**config.mk**
```make
export PLATFORM = sky130hd
export DESIGN_NAME = control_sequencer
export DESIGN_NICKNAME = d
export VERILOG_FILES = /design/src/rtl/control_sequencer.sv
export SDC_FILE = /design/constraint.sdc
export NUM_CORES = 1
export LEC_CHECK = 0
export CAP_MARGIN = 20
export CORE_MARGIN = 5
export CORE_UTILIZATION = 40
export CTS_CLUSTER_DIAMETER = 200
export DETAILED_ROUTE_END_ITERATION = 12
export MAX_ROUTING_LAYER = met4
export PLACE_DENSITY = 0.86
export SLEW_MARGIN = 5
export SYNTH_ARGS = -nofsm -noshare
export SYNTH_HDL_FRONTEND = slang
export SYNTH_SLANG_ARGS = --single-unit
```
**constraint.sdc**
```tcl
create_clock -name clk -period 3.15 [get_ports clk]
set_input_delay 0.63 -clock clk [delete_from_list [all_inputs] [get_ports clk]]
set_output_delay 0.63 -clock clk [all_outputs]
set_load 0.1 [all_outputs]
```
**src/rtl/control_sequencer.sv**
```systemverilog
// Hardwired control sequencer: fetch (T0-T2) and execute (T3-T6) steps driving datapath controls.
// Optional macro CU_INSTR_COUNT_EN adds a wrapping count of completed instructions (instr_count).
module control_sequencer #(
  parameter int OPC_W = 5,
  parameter int NREG  = 16,
  parameter int REG_W = 4
) (
  input  logic             clk,
  input  logic             clr,
  input  logic             run,
  input  logic             mem_rdy,
  input  logic [31:0]      ir,
  output logic [NREG-1:0]  rIn,
  output logic [NREG-1:0]  rOut,
  output logic             HIIn,
  output logic             LOIn,
  output logic             PCIn,
  output logic             IRIn,
  output logic             MARIn,
  output logic             MDRIn,
  output logic             Y_en,
  output logic             Z_en,
  output logic             Zlow_en,
  output logic             Zhigh_en,
  output logic             PCOut,
  output logic             MDROut,
  output logic             PCinc_en,
  output logic             MDRread,
  output logic [OPC_W-1:0] opcode,
  output logic [2:0]       tstate,
  output logic             done,
  output logic             illegal
`ifdef CU_INSTR_COUNT_EN
  ,
  output logic [31:0]      instr_count
`endif
);

  typedef enum logic [3:0] {
    S_IDLE, S_T0, S_T1, S_T2, S_T3, S_T4, S_T5, S_T6, S_FAULT
  } state_t;

  localparam logic [OPC_W-1:0] OP_ADD = 5'b00101;
  localparam logic [OPC_W-1:0] OP_SUB = 5'b00110;
  localparam logic [OPC_W-1:0] OP_AND = 5'b00111;
  localparam logic [OPC_W-1:0] OP_OR  = 5'b01000;
  localparam logic [OPC_W-1:0] OP_SHR = 5'b01001;
  localparam logic [OPC_W-1:0] OP_SHL = 5'b01011;
  localparam logic [OPC_W-1:0] OP_ROR = 5'b01100;
  localparam logic [OPC_W-1:0] OP_ROL = 5'b01101;
  localparam logic [OPC_W-1:0] OP_MUL = 5'b10001;
  localparam logic [OPC_W-1:0] OP_DIV = 5'b10010;
  localparam logic [OPC_W-1:0] OP_NEG = 5'b10011;
  localparam logic [OPC_W-1:0] OP_NOT = 5'b10100;

  localparam int RA_MSB = 31 - OPC_W;
  localparam int RB_MSB = RA_MSB - REG_W;
  localparam int RC_MSB = RB_MSB - REG_W;

  state_t state_q, state_d;

  logic [OPC_W-1:0] opc;
  logic [REG_W-1:0] ra, rb, rc;
  logic [NREG-1:0]  ra_hot, rb_hot, rc_hot;
  logic             is_three, is_muldiv, is_unary;
  logic             unused_ir_bits;

  assign opc = ir[31 -: OPC_W];
  assign ra  = ir[RA_MSB -: REG_W];
  assign rb  = ir[RB_MSB -: REG_W];
  assign rc  = ir[RC_MSB -: REG_W];
  assign unused_ir_bits = ^ir[RC_MSB-REG_W:0];

  assign is_three  = opc inside {OP_ADD, OP_SUB, OP_AND, OP_OR, OP_SHR, OP_SHL, OP_ROR, OP_ROL};
  assign is_muldiv = opc inside {OP_MUL, OP_DIV};
  assign is_unary  = opc inside {OP_NEG, OP_NOT};

  for (genvar gi = 0; gi < NREG; gi++) begin : g_hot
    assign ra_hot[gi] = (ra == REG_W'(gi));
    assign rb_hot[gi] = (rb == REG_W'(gi));
    assign rc_hot[gi] = (rc == REG_W'(gi));
  end

  always_ff @(posedge clk or posedge clr) begin
    if (clr) state_q <= S_IDLE;
    else     state_q <= state_d;
  end

  always_comb begin
    state_d  = state_q;
    rIn      = '0;
    rOut     = '0;
    HIIn     = 1'b0;
    LOIn     = 1'b0;
    PCIn     = 1'b0;
    IRIn     = 1'b0;
    MARIn    = 1'b0;
    MDRIn    = 1'b0;
    Y_en     = 1'b0;
    Z_en     = 1'b0;
    Zlow_en  = 1'b0;
    Zhigh_en = 1'b0;
    PCOut    = 1'b0;
    MDROut   = 1'b0;
    PCinc_en = 1'b0;
    MDRread  = 1'b0;
    opcode   = '0;
    tstate   = 3'd7;
    done     = 1'b0;
    illegal  = 1'b0;
    unique case (state_q)
      S_IDLE: begin
        if (run) state_d = S_T0;
      end
      S_T0: begin
        tstate   = 3'd0;
        PCOut    = 1'b1;
        MARIn    = 1'b1;
        PCinc_en = 1'b1;
        Z_en     = 1'b1;
        state_d  = S_T1;
      end
      S_T1: begin
        // Wait here for memory; PC is only reloaded on the cycle the read completes.
        tstate  = 3'd1;
        Zlow_en = 1'b1;
        MDRread = 1'b1;
        MDRIn   = 1'b1;
        PCIn    = mem_rdy;
        if (mem_rdy) state_d = S_T2;
      end
      S_T2: begin
        tstate  = 3'd2;
        MDROut  = 1'b1;
        IRIn    = 1'b1;
        state_d = S_T3;
      end
      S_T3: begin
        tstate = 3'd3;
        if (is_three) begin
          rOut    = rb_hot;
          Y_en    = 1'b1;
          state_d = S_T4;
        end else if (is_muldiv) begin
          rOut    = ra_hot;
          Y_en    = 1'b1;
          state_d = S_T4;
        end else if (is_unary) begin
          rOut    = rb_hot;
          opcode  = opc;
          Z_en    = 1'b1;
          state_d = S_T5;
        end else begin
          state_d = S_FAULT;
        end
      end
      S_T4: begin
        tstate  = 3'd4;
        rOut    = is_muldiv ? rb_hot : rc_hot;
        opcode  = opc;
        Z_en    = 1'b1;
        state_d = S_T5;
      end
      S_T5: begin
        tstate  = 3'd5;
        Zlow_en = 1'b1;
        if (is_muldiv) begin
          LOIn    = 1'b1;
          state_d = S_T6;
        end else begin
          rIn     = ra_hot;
          done    = 1'b1;
          state_d = run ? S_T0 : S_IDLE;
        end
      end
      S_T6: begin
        tstate   = 3'd6;
        Zhigh_en = 1'b1;
        HIIn     = 1'b1;
        done     = 1'b1;
        state_d  = run ? S_T0 : S_IDLE;
      end
      S_FAULT: begin
        illegal = 1'b1;
      end
      default: begin
        state_d = S_IDLE;
      end
    endcase
  end

`ifdef CU_INSTR_COUNT_EN
  logic [31:0] count_q, count_d;

  assign count_d = done ? count_q + 32'd1 : count_q;

  always_ff @(posedge clk or posedge clr) begin
    if (clr) count_q <= '0;
    else     count_q <= count_d;
  end

  assign instr_count = count_q;
`endif

endmodule

```
==> impl_results.md <==
* Status: completed
* Prevailing post-synth register cell: sky130_fd_sc_hd__dfrtp_1
* Critical path start-end classification: in -> out
* Worst Tran Pin Value at 0.4956 ns
* Storage element area at 100.1 µm²
* Top reg by flops: state_q
* Detailed-route wire length per cell at 16.88 µm
* Core footprint at 0.003363 mm²
* Initial antenna violation count at 0
* Global-route wire length before repair at 9.742 mm
* Area taken by multi-input logic gates at 0.001250 mm²
* Top cells by instance count after synthesis: sky130_fd_sc_hd__nor3_1 (30), sky130_fd_sc_hd__nor2_1 (25), sky130_fd_sc_hd__nand2_1 (21)
* Type of element capturing the critical path: primary output
* Clock root buffer: sky130_fd_sc_hd__clkbuf_4
* Final critical path time including I/O delays and setup at 3.064 ns
* Number of flops mapped to enable cells by yosys at 0
* Number of global-route vias before repair at 1953
* Post-cts hold buffer count at 0
* Final setup vio count at 0
* Grt total ovfl at 0
* Deepest clock path buffer count at 2
* Remaining max-slew budget at the tightest pin at 0.6696
* Element type at the critical path start: input port
* Post-synthesis instance area at 0.001403 mm²
* Fin. Hold Viols at 0
* #FFs+latches synth at 4
* Clock tree from TritonCTS: yes
* Overall track demand over capacity in global routing at 0.2459
* Relative area change from synthesis to final layout at 100.0%
* Worst EP required at 2.52 ns
* Number of buffer cells added on primary ports at 76
* Number of top-level pins at 92
* Insertion delay of the later-clocked pin in the worst-skew pair at 0.24 ns
* Number of warnings printed during yosys synthesis at 0
* Maximum clock frequency at 326.4 MHz
* Worst-case vdd ir drop at 1.037 mV
* Die span in y at 69.22 µm
* Number of detailed-route iterations in the first pass at 5
* Instance count of the mapped netlist at 232
* Max H-tree Level at 1
* Static leakage power at 1.036 nW
* TritonCTS Buffers at 3
* Number of nets with antenna violations after detailed routing at 0
* Effective utilization at floorplan at 0.4170
* Fraction of post-synthesis cell area in the top cell type by area at 0.1070
* Clock Pin Slew Worst Setup and Hold Paths at 0.04 ns
* Maximum fanout along the worst path at 5
* Largest net degree at the start of global routing at 19
* Final Max Slew Viols at 0
* Vias per cell at 6.022
* Asr flop ratio synth at 1.000
* Number of flip-flops in the largest register at 4
* Largest registers in the final layout: state_q: 4 flops
* Die W at 69.22 µm
* Count of standard-cell rows at 21
* Routability cong. at 0.9365
* Post-synthesis area per instance at 6.046 µm²
* Net count, final at 351
* Cell taking the most area after synthesis: sky130_fd_sc_hd__nor3_1
* Fill cells at 200
* Distinct cells, synth at 47
* Power per cell area at 632.3 mW/mm²
* Path category of the worst min-delay check: in -> async
* Most used standard cell by instance count after synthesis: sky130_fd_sc_hd__nor3_1
* Total wire length after detailed routing at 6.059 mm
* Largest clock skew in the final design at 0.004492 ns
* Starting DRC count in detailed routing at 199
* Max-cap violations at 0
* Mapped Nets at 268
* Fraction of final layout cells with drive strength greater than 1 at 0.3387
* Post-route setup TNS at 0 ns
* Vias at 2162
* Detailed-route DRC error count at 0
* Share of synthesized area occupied by flip-flops and latches at 0.07136
* Crit path arrival time at 2.43 ns
* Total inserted antenna cells at 0
* Cell types with the largest area share after synthesis: sky130_fd_sc_hd__nor3_1 (11%), sky130_fd_sc_hd__o211ai_1 (9.1%), sky130_fd_sc_hd__nand2b_1 (8.5%)
* Post-DP HPWL at 4.763 mm
* Worst slack at placement at -0.01711 ns
* Period Utilization, post-route at 0.9726
* Fin Hold WS at 0.5742 ns
* Clock sink count at 4
* Minimum setup slack in the final design at 0.08639 ns
* Die area at 0.004791 mm²
[layer usage]
metal  wire length [µm]  part of all wire  vias up  GRT usage
met5                  0                 0        -          -
met4                133             0.022        0    0.05423
met3                497             0.082       20    0.02754
met2               3145              0.52      140     0.4269
met1               2283              0.38      992     0.3054
li1                   -                 -     1010          -
[worst max-delay path, cell delays in order]
cell and delay [ns]:
sky130_fd_sc_hd__clkdlybuf4s50_1 0.50, sky130_fd_sc_hd__buf_4 0.13, sky130_fd_sc_hd__nand2b_1 0.10, sky130_fd_sc_hd__a21oi_4 0.22, sky130_fd_sc_hd__o211ai_1 0.14, sky130_fd_sc_hd__buf_4 0.19, sky130_fd_sc_hd__o211ai_1 0.26, sky130_fd_sc_hd__clkbuf_16 0.26
[path summary, 6_finish.rpt]
check / depth (start not counted) / to / slack [ns] / from
max in group asynchronous: 2 / state_q[3]$_DFFE_PP0P_ / 2.42 / clr
min in group clk: 2 / state_q[0]$_DFFE_PP0P_ / 0.66 / state_q[3]$_DFFE_PP0P_
max reg2reg: 5 / state_q[0]$_DFFE_PP0P_ / 1.28 / state_q[1]$_DFFE_PP0P_
min: 2 / state_q[0]$_DFFE_PP0P_ / 0.57 / clr
max: 8 / rOut[0] / 0.09 / ir[31]
min reg2reg: 2 / state_q[0]$_DFFE_PP0P_ / 0.66 / state_q[3]$_DFFE_PP0P_
[cell usage in the layout, fill, tap and decap left out, drive strengths merged, types with 2 or more instances in the layout]
master / n
nand3: 6
or3: 3
clkdlybuf4s50: 16
mux2i: 2
or3b: 2
a21oi: 5
o21a: 2
and2: 5
dfrtp: 4
o21ai: 16
nor2: 25
and3: 2
clkbuf: 4
nand2: 21
nor4: 8
o221ai: 2
nand4bb: 2
nand2b: 19
dlymetal6s2s: 2
nor2b: 6
dlygate4sd2: 2
xor2: 2
buf: 80
a211oi: 4
nor3: 31
or2: 4
inv: 7
o211ai: 17
[timing repair]
| item | 4_1_cts | 5_1_grt |
|---|---|---|
| pin swaps | 5 | 7 |
| setup endpoints to repair | 5 | 18 |
| setup buffers | 1 | 2 |
| gates resized for setup | 2 | 7 |
[final cells by class]
class / instances / area share
flip-flops and latches: 4 / 0.03568
clock buffers: 3 / 0.008029
well taps: 46 / 0.02052
inverters: 8 / 0.01204
repair buffers: 101 / 0.4781
multi-input cells: 197 / 0.4456
[report_power, final]
| group | internal [mW] | switching [mW] | total [mW] |
|---|---|---|---|
| sequential | 0.0728 | 0.0145 | 0.0872 |
| combinational | 0.407 | 1.22 | 1.62 |
| clock | 0.0426 | 0.0209 | 0.0635 |
[through the flow]
stage                     cells  cell area, µm²  power (mW)    util
after floorplan             232            1529       1.407       -
after global routing        359            2805       1.835  0.8341
after detailed placement    353            2729       1.693  0.8114
after global placement      353            2729       1.662  0.8114
after CTS                   357            2756       1.760  0.8196
final                       359            2805       1.774  0.8341
[kinds of logic after synthesis]
logic type | synth area share
and+or+nand+nor | 0.5245
muxes | 0.01427
buffers and inverters | 0.1070
DFF | 0.07137
AOI/OAI and AO/OA | 0.2649
xor gates and xnor gates | 0.01785
Power figures use the tool's default switching activity.
